### src/rtl/sipo_ctrl_pkg.sv
// Shared types and sizing helpers for the SIPO frame controller.
package sipo_ctrl_pkg;

    typedef enum logic {
        IDLE  = 1'b0,
        SHIFT = 1'b1
    } state_e;

    localparam int unsigned WIDTH_MIN = 2;
    localparam int unsigned WIDTH_MAX = 32;
    localparam int unsigned CNT_W_MAX = $clog2(WIDTH_MAX + 1);

    // Counter must hold 0..WIDTH inclusive.
    function automatic int unsigned cnt_width(input int unsigned w);
        return $clog2(w + 1);
    endfunction

endpackage

### src/rtl/sipo_frame_controller_if.sv
// Serial-in / word-out signal bundle between the link front end, the framer and the consumer.
interface sipo_frame_controller_if #(
    parameter int unsigned WIDTH = 8
);
    logic             start_in;
    logic             data_in;
    logic             out_ready;
    logic             ovr_clr;
    logic [WIDTH-1:0] par_out;
    logic             out_valid;
    logic             busy;
    logic             overrun;

    modport master (
        output start_in, data_in, out_ready, ovr_clr,
        input  par_out, out_valid, busy, overrun
    );

    modport slave (
        input  start_in, data_in, out_ready, ovr_clr,
        output par_out, out_valid, busy, overrun
    );
endinterface

### src/rtl/sipo_shift_reg.sv
// Gated serial-in parallel-out shift register; direction chosen by MSB_FIRST.
module sipo_shift_reg #(
    parameter int unsigned WIDTH     = 8,
    parameter bit          MSB_FIRST = 1'b1
) (
    input  logic             clk,
    input  logic             rst,
    input  logic             shift_en,
    input  logic             data_in,
    output logic [WIDTH-1:0] q
);
    logic [WIDTH-1:0] sr_q, sr_d;

    always_comb begin
        sr_d = sr_q;
        if (shift_en) begin
            if (MSB_FIRST) sr_d = {sr_q[WIDTH-2:0], data_in};
            else           sr_d = {data_in, sr_q[WIDTH-1:1]};
        end
    end

    always_ff @(posedge clk) begin
        if (rst) sr_q <= '0;
        else     sr_q <= sr_d;
    end

    assign q = sr_q;
endmodule

### src/rtl/sipo_frame_controller.sv
// Frames a serial stream into WIDTH-bit words and hands them off on valid/ready,
// with a sticky overrun flag for words dropped while the output slot is full.
module sipo_frame_controller
    import sipo_ctrl_pkg::*;
#(
    parameter int unsigned WIDTH     = 8,
    parameter bit          MSB_FIRST = 1'b1
) (
    input  logic                   clk,
    input  logic                   rst,
    sipo_frame_controller_if.slave bus
);
    localparam int unsigned CW = cnt_width(WIDTH);

    state_e           state_q, state_d;
    logic [CW-1:0]    cnt_q, cnt_d;
    logic [WIDTH-1:0] par_q, par_d;
    logic             valid_q, valid_d;
    logic             ovr_q, ovr_d;
    logic             shift_en;
    logic             word_done;
    logic [WIDTH-1:0] sr;
    logic [WIDTH-1:0] word;

    sipo_shift_reg #(
        .WIDTH     (WIDTH),
        .MSB_FIRST (MSB_FIRST)
    ) u_sr (
        .clk      (clk),
        .rst      (rst),
        .shift_en (shift_en),
        .data_in  (bus.data_in),
        .q        (sr)
    );

    // Completed word includes the bit arriving on the final edge.
    always_comb begin
        if (MSB_FIRST) word = {sr[WIDTH-2:0], bus.data_in};
        else           word = {bus.data_in, sr[WIDTH-1:1]};
    end

    always_comb begin
        state_d   = state_q;
        cnt_d     = cnt_q;
        shift_en  = 1'b0;
        word_done = 1'b0;
        unique case (state_q)
            IDLE: begin
                if (bus.start_in) begin
                    shift_en = 1'b1;
                    cnt_d    = CW'(1);
                    state_d  = SHIFT;
                end
            end
            SHIFT: begin
                shift_en = 1'b1;
                if (cnt_q == CW'(WIDTH - 1)) begin
                    word_done = 1'b1;
                    cnt_d     = '0;
                    state_d   = IDLE;
                end else begin
                    cnt_d = cnt_q + CW'(1);
                end
            end
            default: state_d = IDLE;
        endcase
    end

    always_comb begin
        par_d   = par_q;
        valid_d = valid_q;
        ovr_d   = ovr_q;
        if (bus.ovr_clr) ovr_d = 1'b0;
        if (word_done) begin
            if (!valid_q || bus.out_ready) begin
                par_d   = word;
                valid_d = 1'b1;
            end else begin
                ovr_d = 1'b1;
            end
        end else if (valid_q && bus.out_ready) begin
            valid_d = 1'b0;
        end
    end

    always_ff @(posedge clk) begin
        if (rst) begin
            state_q <= IDLE;
            cnt_q   <= '0;
            par_q   <= '0;
            valid_q <= 1'b0;
            ovr_q   <= 1'b0;
        end else begin
            state_q <= state_d;
            cnt_q   <= cnt_d;
            par_q   <= par_d;
            valid_q <= valid_d;
            ovr_q   <= ovr_d;
        end
    end

    assign bus.par_out   = par_q;
    assign bus.out_valid = valid_q;
    assign bus.busy      = (state_q == SHIFT);
    assign bus.overrun   = ovr_q;
endmodule

### src/flat_wrapper.sv
// flat-port wrapper written by rule: the top's interface ports become plain ports
module sipo_frame_controller_flat import sipo_ctrl_pkg::*;
#(
    parameter int unsigned WIDTH     = 8,
    parameter bit          MSB_FIRST = 1'b1
)
  (clk, rst, bus_start_in, bus_data_in, bus_out_ready, bus_ovr_clr, bus_par_out, bus_out_valid, bus_busy, bus_overrun);
  sipo_frame_controller_if #(.WIDTH(WIDTH)) bus_i ();
  input  logic clk;
  input  logic rst;
  input wire logic [$bits(bus_i.start_in)-1:0] bus_start_in;
  input wire logic [$bits(bus_i.data_in)-1:0] bus_data_in;
  input wire logic [$bits(bus_i.out_ready)-1:0] bus_out_ready;
  input wire logic [$bits(bus_i.ovr_clr)-1:0] bus_ovr_clr;
  output wire logic [$bits(bus_i.par_out)-1:0] bus_par_out;
  output wire logic [$bits(bus_i.out_valid)-1:0] bus_out_valid;
  output wire logic [$bits(bus_i.busy)-1:0] bus_busy;
  output wire logic [$bits(bus_i.overrun)-1:0] bus_overrun;
  assign bus_i.start_in = bus_start_in;
  assign bus_i.data_in = bus_data_in;
  assign bus_i.out_ready = bus_out_ready;
  assign bus_i.ovr_clr = bus_ovr_clr;
  assign bus_par_out = bus_i.par_out;
  assign bus_out_valid = bus_i.out_valid;
  assign bus_busy = bus_i.busy;
  assign bus_overrun = bus_i.overrun;
  sipo_frame_controller #(.WIDTH(WIDTH), .MSB_FIRST(MSB_FIRST)) u_core (.clk(clk), .rst(rst), .bus(bus_i));
endmodule
### config.mk
export PLATFORM = sky130hd
export DESIGN_NAME = sipo_frame_controller_flat
export DESIGN_NICKNAME = d
export VERILOG_FILES = /design/src/rtl/sipo_ctrl_pkg.sv /design/src/rtl/sipo_frame_controller_if.sv /design/src/rtl/sipo_shift_reg.sv /design/src/rtl/sipo_frame_controller.sv /design/src/flat_wrapper.sv
export SDC_FILE = /design/constraint.sdc
export NUM_CORES = 1
export LEC_CHECK = 0
export BUFFER_PORTS_ARGS = -buffer_cell sky130_fd_sc_hd__buf_2
export CORE_UTILIZATION = 56
export CTS_CLUSTER_DIAMETER = 200
export DETAILED_ROUTE_END_ITERATION = 12
export PLACE_DENSITY = 0.78
export SLEW_MARGIN = 20
export SYNTH_ARGS = -nofsm -noshare
export SYNTH_HDL_FRONTEND = slang
export SYNTH_SLANG_ARGS = --single-unit
### constraint.sdc
create_clock -name clk -period 3.3 [get_ports clk]
set_clock_uncertainty 0.15 [all_clocks]
set_input_delay 0.66 -clock clk [delete_from_list [all_inputs] [get_ports clk]]
set_output_delay 0.66 -clock clk [all_outputs]
set_load 0.005 [all_outputs]
==> metrics.txt, run 1 <==
# TYPE chip_impl_metric gauge
chip_impl_metric{name="cts_hold_buf",unit=""} 0
chip_impl_metric{name="number_of_sinks_driven_by_the_clock_tree",unit=""} 22
chip_impl_metric{name="worstPathArrival",unit="ps"} 1050
chip_impl_metric{name="fin_tns_setup",unit="ps"} 0
chip_impl_metric{name="top_level_ports",unit=""} 17
chip_impl_metric{name="mean_instance_size_in_the_synthesized_netlist",unit="um^2"} 9.55
chip_impl_metric{name="clkTransAtPathRegs",unit="ps"} 120
chip_impl_info{name="final_common_cell",value="sky130_fd_sc_hd__dfxtp_1"} 1
chip_impl_metric{name="synthToLayoutAreaGrowth",unit="%"} 11.4
chip_impl_metric{name="core_area",unit="um^2"} 1520
chip_impl_metric{name="cts-htree-levels",unit=""} 1
chip_impl_metric{name="routed_wirelength",unit="um"} 1510
chip_impl_metric{name="cts-resized-gates",unit=""} 0
chip_impl_info{name="layout.cells.most_common_list",value="sky130_fd_sc_hd__dfxtp_1, sky130_fd_sc_hd__nand2b_1, sky130_fd_sc_hd__buf_2"} 1
chip_impl_metric{name="ff2ff_path_depth",unit=""} 4
chip_impl_info{name="min-delay-path-class",value="flop to flop"} 1
chip_impl_metric{name="place_congestion",unit=""} 0.682
chip_impl_metric{name="postSynthCellCount",unit=""} 97
chip_impl_metric{name="average_via_count_per_standard_cell",unit=""} 5.30
chip_impl_metric{name="count_of_port_buffers_added_during_placement",unit=""} 16
chip_impl_metric{name="routed_wire_length_per_instance",unit="um"} 11.9
chip_impl_metric{name="critical_path.max_fanout",unit=""} 11
chip_impl_metric{name="timing.hold.worst_path_depth",unit=""} 2
chip_impl_metric{name="via_count_of_the_first_global_routing_pass",unit=""} 592
chip_impl_metric{name="fmaxAchievable",unit="GHz"} 0.538
chip_impl_metric{name="drt.antenna.violating_nets",unit=""} 0
chip_impl_metric{name="initialDrtViolationCount",unit=""} 14
chip_impl_info{name="cts_tree",value="built"} 1
chip_impl_metric{name="synthesized_area_fraction_occupied_by_and_or_nand_nor_cells",unit="%"} 25.8
chip_impl_info{name="min_from",value="u_core.bus.par_out[7]"} 1
chip_impl_info{name="timing.critical_path.slowest_stage_cell",value="sky130_fd_sc_hd__dfxtp_1"} 1
chip_impl_metric{name="post_synth_adder_cell_area",unit="%"} 1.35
chip_impl_metric{name="syn-num-nets",unit=""} 104
chip_impl_metric{name="die_y",unit="um"} 42.7
chip_impl_metric{name="timing.final.max_slew_violations",unit=""} 0
chip_impl_metric{name="layout_min_cycle_time",unit="ps"} 1860
chip_impl_info{name="timing_worst_setup_path_type",value="flop to output port"} 1
chip_impl_metric{name="hpwl",unit="um"} 996
chip_impl_metric{name="cts_buffer_depth",unit=""} 2
chip_impl_metric{name="drv.max_cap_violation_count",unit=""} 0
chip_impl_metric{name="seq_area_frac_synth",unit="%"} 47.6
chip_impl_metric{name="power.leakage",unit="nW"} 0.400
chip_impl_metric{name="drt_first_pass_iters",unit=""} 7
chip_impl_metric{name="timing_hold_violations_final",unit=""} 0
chip_impl_metric{name="drive_above_1_share",unit="%"} 21.6
chip_impl_metric{name="first_pass_grt_wire_length",unit="um"} 2610
chip_impl_info{name="r2r-start",value="u_core.cnt_q[0]"} 1
chip_impl_metric{name="placement_rows",unit=""} 14
chip_impl_metric{name="syn_area",unit="um^2"} 926
chip_impl_info{name="dominant_combinational_cell_family_by_area_after_synthesis",value="simple AND/OR/NAND/NOR gates"} 1
chip_impl_metric{name="worst_setup_timing_slack_at_the_placement_stage",unit="ps"} 1450
chip_impl_metric{name="req_time_crit_path",unit="ps"} 2490
chip_impl_metric{name="insertion_delay",unit="ps"} 310
chip_impl_metric{name="ys_seq_elements",unit=""} 22
chip_impl_info{name="ctsRootBufferMaster",value="sky130_fd_sc_hd__clkbuf_4"} 1
chip_impl_metric{name="vias",unit=""} 673
chip_impl_metric{name="antennaDiodeCount",unit=""} 0
chip_impl_metric{name="design_power_total",unit="uW"} 506
chip_impl_metric{name="regToRegSetupSlack",unit="ps"} 1550
chip_impl_metric{name="die_area",unit="um^2"} 1820
chip_impl_metric{name="synth_cell_type_count",unit=""} 21
chip_impl_metric{name="grt_max_degree",unit=""} 29
chip_impl_metric{name="track_usage",unit="%"} 19.4
chip_impl_metric{name="delay_contributed_by_the_slowest_stage_of_the_critical_path",unit="ps"} 560
chip_impl_metric{name="final_critical_path_setup_slack",unit="ps"} 1440
chip_impl_info{name="outcome",value="completed"} 1
chip_impl_metric{name="slew_headroom",unit="%"} 66.0
chip_impl_metric{name="worst-path-buf-inv",unit=""} 1
chip_impl_metric{name="initial_standard_cell_utilization_of_the_core",unit="%"} 60.8
chip_impl_info{name="cp_cell_sequence",value="buf_2"} 1
chip_impl_metric{name="cts_buffers",unit=""} 3
chip_impl_metric{name="drc_errors_left",unit=""} 0
chip_impl_metric{name="worst_ir_drop_vdd",unit="V"} 0.000524
chip_impl_info{name="critical_path.top_delay_family",value="flip-flops"} 1
chip_impl_metric{name="synth-compound-area-share",unit="%"} 11.1
chip_impl_metric{name="cellPowerDensity",unit="nW/um^2"} 491
chip_impl_metric{name="grt-ovfl-total",unit=""} 0
chip_impl_metric{name="synth-warning-count",unit=""} 0
chip_impl_metric{name="report.final.setup_viol",unit=""} 0
chip_impl_metric{name="post-cts-setup-buffer-count",unit=""} 0
chip_impl_info{name="timing.hold.worst_endpoint",value="u_core.bus.par_out[7]"} 1
chip_impl_info{name="grt_setup_unrepaired",value="no"} 1
chip_impl_metric{name="timing.critical_path.depth",unit=""} 1
chip_impl_metric{name="number_of_antenna_violations_at_the_first_check_in_global_routing",unit=""} 0
chip_impl_metric{name="fin_crit_sh",unit="%"} 56.3
chip_impl_info{name="worstSetupStartpointType",value="flop"} 1
chip_impl_metric{name="worstMarginPinSlew",unit="ps"} 509
chip_impl_metric{name="post_synth_xor_area_fraction",unit="%"} 0
chip_impl_metric{name="hold-worst-slack",unit="ps"} 327
chip_impl_info{name="setup.worst_path.end_class",value="output port"} 1
chip_impl_metric{name="post_synth_mux_area_share",unit="%"} 8.65
chip_impl_metric{name="die_w",unit="um"} 42.7
chip_impl_metric{name="finalNetCount",unit=""} 119
chip_impl_info{name="crit-reg2reg-capture",value="u_core.bus.par_out[5]"} 1
chip_impl_metric{name="postLayoutCoreUtil",unit="%"} 67.7
per-stage QoR:
stage          cell area, um^2  std cells
4_1_cts                   1030        127
3_5_place_dp               978        123
5_1_grt                   1030        127
2_1_floorplan              926         97
6_report                  1030        127
3_3_place_gp               978        123
power by group:
group          switching [mW]  internal [mW]  leakage [nW]
Combinational          0.0146         0.0109         0.194
Sequential            0.00609          0.270         0.178
Clock                  0.0816          0.123        0.0279
Total                   0.102          0.404         0.400
layout make-up:
class	instances	area [um^2]
fillers	135	493
flip-flops and latches	22	440
multi-input cells	68	434
repair buffers	16	80.1
clock inverters	1	30.0
clock buffers	3	22.5
well taps	16	20.0
inverters	1	3.75
synth_stat cells:
library cell | number | share of area [%]
sky130_fd_sc_hd__buf_2 | 2 | 1.1
sky130_fd_sc_hd__nand3_1 | 1 | 0.54
sky130_fd_sc_hd__buf_6 | 3 | 3.6
sky130_fd_sc_hd__nand2b_1 | 19 | 13
sky130_fd_sc_hd__nor3b_1 | 1 | 0.81
sky130_fd_sc_hd__or2_1 | 1 | 0.68
sky130_fd_sc_hd__nand4b_2 | 1 | 1.6
sky130_fd_sc_hd__nor2b_1 | 1 | 0.68
sky130_fd_sc_hd__clkbuf_1 | 1 | 0.41
sky130_fd_sc_hd__mux2i_1 | 8 | 8.6
sky130_fd_sc_hd__a311oi_2 | 2 | 3.2
sky130_fd_sc_hd__inv_1 | 1 | 0.41
sky130_fd_sc_hd__a211oi_1 | 1 | 0.81
sky130_fd_sc_hd__o22ai_1 | 1 | 0.68
sky130_fd_sc_hd__ha_1 | 1 | 1.4
sky130_fd_sc_hd__nor2b_2 | 1 | 0.95
sky130_fd_sc_hd__dfxtp_1 | 22 | 48
sky130_fd_sc_hd__a41oi_1 | 1 | 0.95
sky130_fd_sc_hd__a21oi_1 | 10 | 5.4
sky130_fd_sc_hd__nor2_1 | 4 | 1.6
sky130_fd_sc_hd__nand2_1 | 15 | 6.1
sequential cells by signal (all words and copies together), names as in the netlist:
name                  flops
u_core.bus.busy           1
u_core.cnt_q              4
u_core.bus.par_out        8
u_core.u_sr.q             7
u_core.bus.out_valid      1
u_core.bus.overrun        1
per-layer routing:
metal | track usage (%) | part of all wire, %
met1 | 25.1 | 47
met2 | 29.7 | 48
met3 | 3.83 | 3.5
met4 | 11.3 | 0.99
met5 | 0 | 0
worst reg2reg max path, delay by kind of cell, from the launching register on:
| family | cells | cell delay (ps) |
|---|---|---|
| adder cells (fa/ha/maj) | 1 | 230 |
| flip-flops | 1 | 410 |
| multiplexers | 1 | 260 |
| AND/OR/NAND/NOR | 2 | 630 |
worst max path at each step:
stage,start,end,slack [ps]
floorplan,rst,u_core.cnt_q[2],1770
detailed placement,bus_out_ready,u_core.bus.par_out[5],1450
global placement,bus_out_ready,u_core.bus.par_out[4],1500
finish,u_core.bus.busy,bus_busy,1440
CTS,u_core.bus.busy,bus_busy,1430
global route,u_core.bus.busy,bus_busy,1380
logic make-up (layout without fill, tap and decap cells):
group                      after synthesis  count (layout)
adders and majority gates                1               1
buffers and inverters                    7              21
AOI/OAI and AO/OA                       15              15
and+or+nand+nor                         44              44
DFF                                     22              22
muxes                                    8               8
No activity file was read; power rests on OpenSTA's default activity.
==> run 2: changes to the inputs <==
- ABC_AREA: not set -> 1
- CORE_UTILIZATION: 56 -> 52
- PLACE_DENSITY: 0.78 -> 0.73
- clock period: 3.3 -> 1.8 ns (I/O delays scaled with it)
==> run 2 against run 1 <==
  * Non-clock buffer count up 1
  * Combinational power rose to 2.6 times the previous value
  * Die area up 9.1%
  * Worst hold slack worse by 180 ps
  * First-iteration DRC count down 14%
  * Core utilization down 6.3 points
  * Setup slack worse by 1300 ps
  * Via count up 13%
  * Global-route usage down 0.24 points
  * Clock power up 4%
  * Sequential share of layout area down 0.71 points
  * Critical path type unchanged
  * Largest cell class unchanged
  * Largest power group unchanged
  * Highest routed layer unchanged
==> metrics.txt, run 2 <==
# TYPE chip_impl_metric gauge
chip_impl_metric{name="worst-path-buf-inv",unit=""} 1
chip_impl_metric{name="first_pass_grt_wire_length",unit="um"} 2800
chip_impl_metric{name="drt_first_pass_iters",unit=""} 4
chip_impl_metric{name="initial_standard_cell_utilization_of_the_core",unit="%"} 55.2
chip_impl_metric{name="place_congestion",unit=""} 0.764
chip_impl_metric{name="average_via_count_per_standard_cell",unit=""} 4.83
chip_impl_info{name="grt_setup_unrepaired",value="no"} 1
chip_impl_info{name="setup.worst_path.end_class",value="output port"} 1
chip_impl_metric{name="routed_wire_length_per_instance",unit="um"} 10.4
chip_impl_metric{name="cts_hold_buf",unit=""} 0
chip_impl_metric{name="drc_errors_left",unit=""} 0
chip_impl_metric{name="die_w",unit="um"} 44.6
chip_impl_metric{name="synth_cell_type_count",unit=""} 20
chip_impl_metric{name="finalNetCount",unit=""} 142
chip_impl_metric{name="synth_async_sr_flop_share",unit="%"} 0
chip_impl_metric{name="antennaDiodeCount",unit=""} 0
chip_impl_metric{name="count_of_port_buffers_added_during_placement",unit=""} 16
chip_impl_metric{name="die_y",unit="um"} 44.6
chip_impl_metric{name="insertion_delay",unit="ps"} 300
chip_impl_metric{name="routedLengthMet1",unit="um"} 839
chip_impl_metric{name="synthesized_area_fraction_occupied_by_and_or_nand_nor_cells",unit="%"} 30.7
chip_impl_info{name="outcome",value="completed"} 1
chip_impl_metric{name="drv.max_cap_violation_count",unit=""} 0
chip_impl_metric{name="cts-htree-levels",unit=""} 1
chip_impl_metric{name="critical_path.max_fanout",unit=""} 9
chip_impl_metric{name="delay_contributed_by_the_slowest_stage_of_the_critical_path",unit="ps"} 640
chip_impl_info{name="ctsRootBufferMaster",value="sky130_fd_sc_hd__clkbuf_4"} 1
chip_impl_metric{name="worst_setup_timing_slack_at_the_placement_stage",unit="ps"} 364
chip_impl_metric{name="synth-warning-count",unit=""} 0
chip_impl_metric{name="placement_rows",unit=""} 15
chip_impl_metric{name="final_critical_path_setup_slack",unit="ps"} 144
chip_impl_metric{name="worstPathArrival",unit="ps"} 1150
chip_impl_info{name="final_common_cell",value="sky130_fd_sc_hd__dfxtp_1"} 1
chip_impl_info{name="ys_top_cells_by_count",value="sky130_fd_sc_hd__dfxtp_1, sky130_fd_sc_hd__nor2_1, sky130_fd_sc_hd__nand2_1, sky130_fd_sc_hd__inv_1, sky130_fd_sc_hd__a21oi_1"} 1
chip_impl_metric{name="post_synth_mux_area_share",unit="%"} 0
chip_impl_metric{name="worst_ir_drop_vdd",unit="V"} 0.000655
chip_impl_info{name="synth.area.top_cells",value="sky130_fd_sc_hd__dfxtp_1, sky130_fd_sc_hd__nor2_1, sky130_fd_sc_hd__a21oi_1"} 1
chip_impl_info{name="timing.critical_path.slowest_stage_cell",value="sky130_fd_sc_hd__dfxtp_1"} 1
chip_impl_metric{name="syn-num-nets",unit=""} 124
chip_impl_metric{name="fin_crit_sh",unit="%"} 92.0
chip_impl_info{name="top_ff_cell_synth",value="sky130_fd_sc_hd__dfxtp_1"} 1
chip_impl_metric{name="core_area",unit="um^2"} 1710
chip_impl_metric{name="grt_max_degree",unit=""} 19
chip_impl_metric{name="postSynthCellCount",unit=""} 117
chip_impl_metric{name="initialDrtViolationCount",unit=""} 12
chip_impl_metric{name="post_synth_adder_cell_area",unit="%"} 1.33
chip_impl_info{name="cts_tree",value="built"} 1
chip_impl_metric{name="wl_met2",unit="um"} 707
chip_impl_metric{name="via_count_of_the_first_global_routing_pass",unit=""} 661
chip_impl_info{name="maxUsedRoutingLayer",value="met4"} 1
chip_impl_info{name="layout.cells.most_common_list",value="sky130_fd_sc_hd__dfxtp_1, sky130_fd_sc_hd__nor2_1, sky130_fd_sc_hd__nand2_1"} 1
chip_impl_metric{name="synthToLayoutAreaGrowth",unit="%"} 11.3
chip_impl_metric{name="number_of_sinks_driven_by_the_clock_tree",unit=""} 22
chip_impl_metric{name="slew_headroom",unit="%"} 67.6
chip_impl_metric{name="timing_hold_violations_final",unit=""} 0
chip_impl_metric{name="drive_above_1_share",unit="%"} 19.5
chip_impl_metric{name="timing.final.max_slew_violations",unit=""} 0
chip_impl_info{name="critical_path.top_delay_family",value="flip-flops"} 1
chip_impl_metric{name="fmaxAchievable",unit="GHz"} 0.604
chip_impl_metric{name="cts-resized-gates",unit=""} 0
chip_impl_info{name="worstSetupStartpointType",value="flop"} 1
chip_impl_metric{name="fin_tns_setup",unit="ps"} 0
chip_impl_metric{name="hpwl",unit="um"} 1270
chip_impl_metric{name="post-cts-setup-buffer-count",unit=""} 0
chip_impl_metric{name="vias",unit=""} 763
chip_impl_metric{name="amount_of_wire_on_met3_after_detailed_routing",unit="um"} 91
chip_impl_info{name="cp_cell_sequence",value="buf_2"} 1
chip_impl_metric{name="synth_top_area_share",unit="%"} 46.7
chip_impl_info{name="synth.largest_area_cell",value="sky130_fd_sc_hd__dfxtp_1"} 1
chip_impl_metric{name="seq_area_frac_synth",unit="%"} 46.7
chip_impl_metric{name="top_level_ports",unit=""} 17
chip_impl_metric{name="track_usage",unit="%"} 19.1
chip_impl_metric{name="cts_buffers",unit=""} 3
chip_impl_metric{name="grt-ovfl-total",unit=""} 0
chip_impl_metric{name="syn_area",unit="um^2"} 942
chip_impl_metric{name="post_synth_edffs",unit=""} 0
chip_impl_metric{name="drt.antenna.violating_nets",unit=""} 0
chip_impl_metric{name="die_area",unit="um^2"} 1990
chip_impl_info{name="timing_worst_setup_path_type",value="flop to output port"} 1
chip_impl_metric{name="clkTransAtPathRegs",unit="ps"} 110
chip_impl_metric{name="worstMarginPinSlew",unit="ps"} 486
chip_impl_metric{name="report.final.setup_viol",unit=""} 0
chip_impl_metric{name="ys_seq_elements",unit=""} 22
chip_impl_info{name="synth.most_common_cell",value="sky130_fd_sc_hd__dfxtp_1"} 1
chip_impl_metric{name="layout_min_cycle_time",unit="ps"} 1660
chip_impl_metric{name="cellPowerDensity",unit="nW/um^2"} 761
chip_impl_metric{name="req_time_crit_path",unit="ps"} 1290
chip_impl_metric{name="mean_instance_size_in_the_synthesized_netlist",unit="um^2"} 8.05
chip_impl_info{name="dominant_combinational_cell_family_by_area_after_synthesis",value="simple AND/OR/NAND/NOR gates"} 1
chip_impl_metric{name="largest_register_ffs",unit=""} 8
chip_impl_metric{name="synth-compound-area-share",unit="%"} 12.0
chip_impl_metric{name="cts_buffer_depth",unit=""} 2
chip_impl_metric{name="power.leakage",unit="nW"} 0.461
chip_impl_metric{name="routed_wirelength",unit="um"} 1650
chip_impl_metric{name="number_of_antenna_violations_at_the_first_check_in_global_routing",unit=""} 0
chip_impl_metric{name="post_synth_xor_area_fraction",unit="%"} 0
chip_impl_metric{name="nFillCells",unit=""} 153
chip_impl_info{name="min-delay-path-class",value="input pin to flop"} 1
run 2: cell types whose count changed after synthesis, moves of 2 or more:
cell	previous run	this run
sky130_fd_sc_hd__nand2b_1	19	0
sky130_fd_sc_hd__nor2_1	4	20
sky130_fd_sc_hd__inv_1	1	14
sky130_fd_sc_hd__mux2i_1	8	0
sky130_fd_sc_hd__nand4_1	0	8
sky130_fd_sc_hd__o21ai_0	0	7
sky130_fd_sc_hd__a21oi_1	10	13
sky130_fd_sc_hd__a311oi_2	2	0
sky130_fd_sc_hd__nand2_1	15	17
sky130_fd_sc_hd__nor2_8	0	2
run 2: layout make-up:
cell class                      instances  area [um^2]  share of cell area (%)
Clock buffer                            3         22.5                    2.15
Tap cell                               25         31.3                    2.98
Timing Repair Buffer                   17         87.6                    8.35
Multi-Input combinational cell         77          414                    39.5
Sequential cell                        22          440                    42.0
Inverter                               14         52.6                    5.01
run 2: power by group:
part / internal [mW] / total (mW) / switching, mW
Clock: 0.0781 / 0.212 / 0.134
Sequential: 0.504 / 0.519 / 0.0154
Combinational: 0.0251 / 0.0672 / 0.0421
run 2: path summary, 6_finish.rpt:
path | startpoint | endpoint | slack, ps | cells past startpoint
hold / removal | rst | u_core.cnt_q[1] | 150 | 2
hold reg to reg | u_core.u_sr.q[6] | u_core.u_sr.q[6] | 320 | 2
setup / recovery | u_core.bus.busy | bus_busy | 140 | 1
setup reg to reg | u_core.cnt_q[0] | u_core.bus.par_out[3] | 350 | 6
run 2: per-stage QoR:
step                      cell area [um^2]  cells  hold slack, ps  utilization [%]  power, mW
after floorplan                        942    117             279                -      0.580
after global placement                1030    155             293             60.1      0.593
after detailed placement              1030    155             299             60.1      0.597
after CTS                             1050    158             149             61.4      0.803
after global routing                  1050    158             159             61.4      0.836
final                                 1050    158             150             61.4      0.798
run 2: per-layer routing:
metal / global-route usage, % / vias up
met5: 0 / -
met4: 5.45 / 0
met3: 6.12 / 2
met2: 29.4 / 17
met1: 25.7 / 327
li1: - / 417
run 2: cell families after synthesis:
family                   count (synthesis)
flip-flops                              22
AO/OA/AOI/OAI                           22
AND/OR/NAND/NOR                         54
buffers and inverters                   18
adder cells (fa/ha/maj)                  1
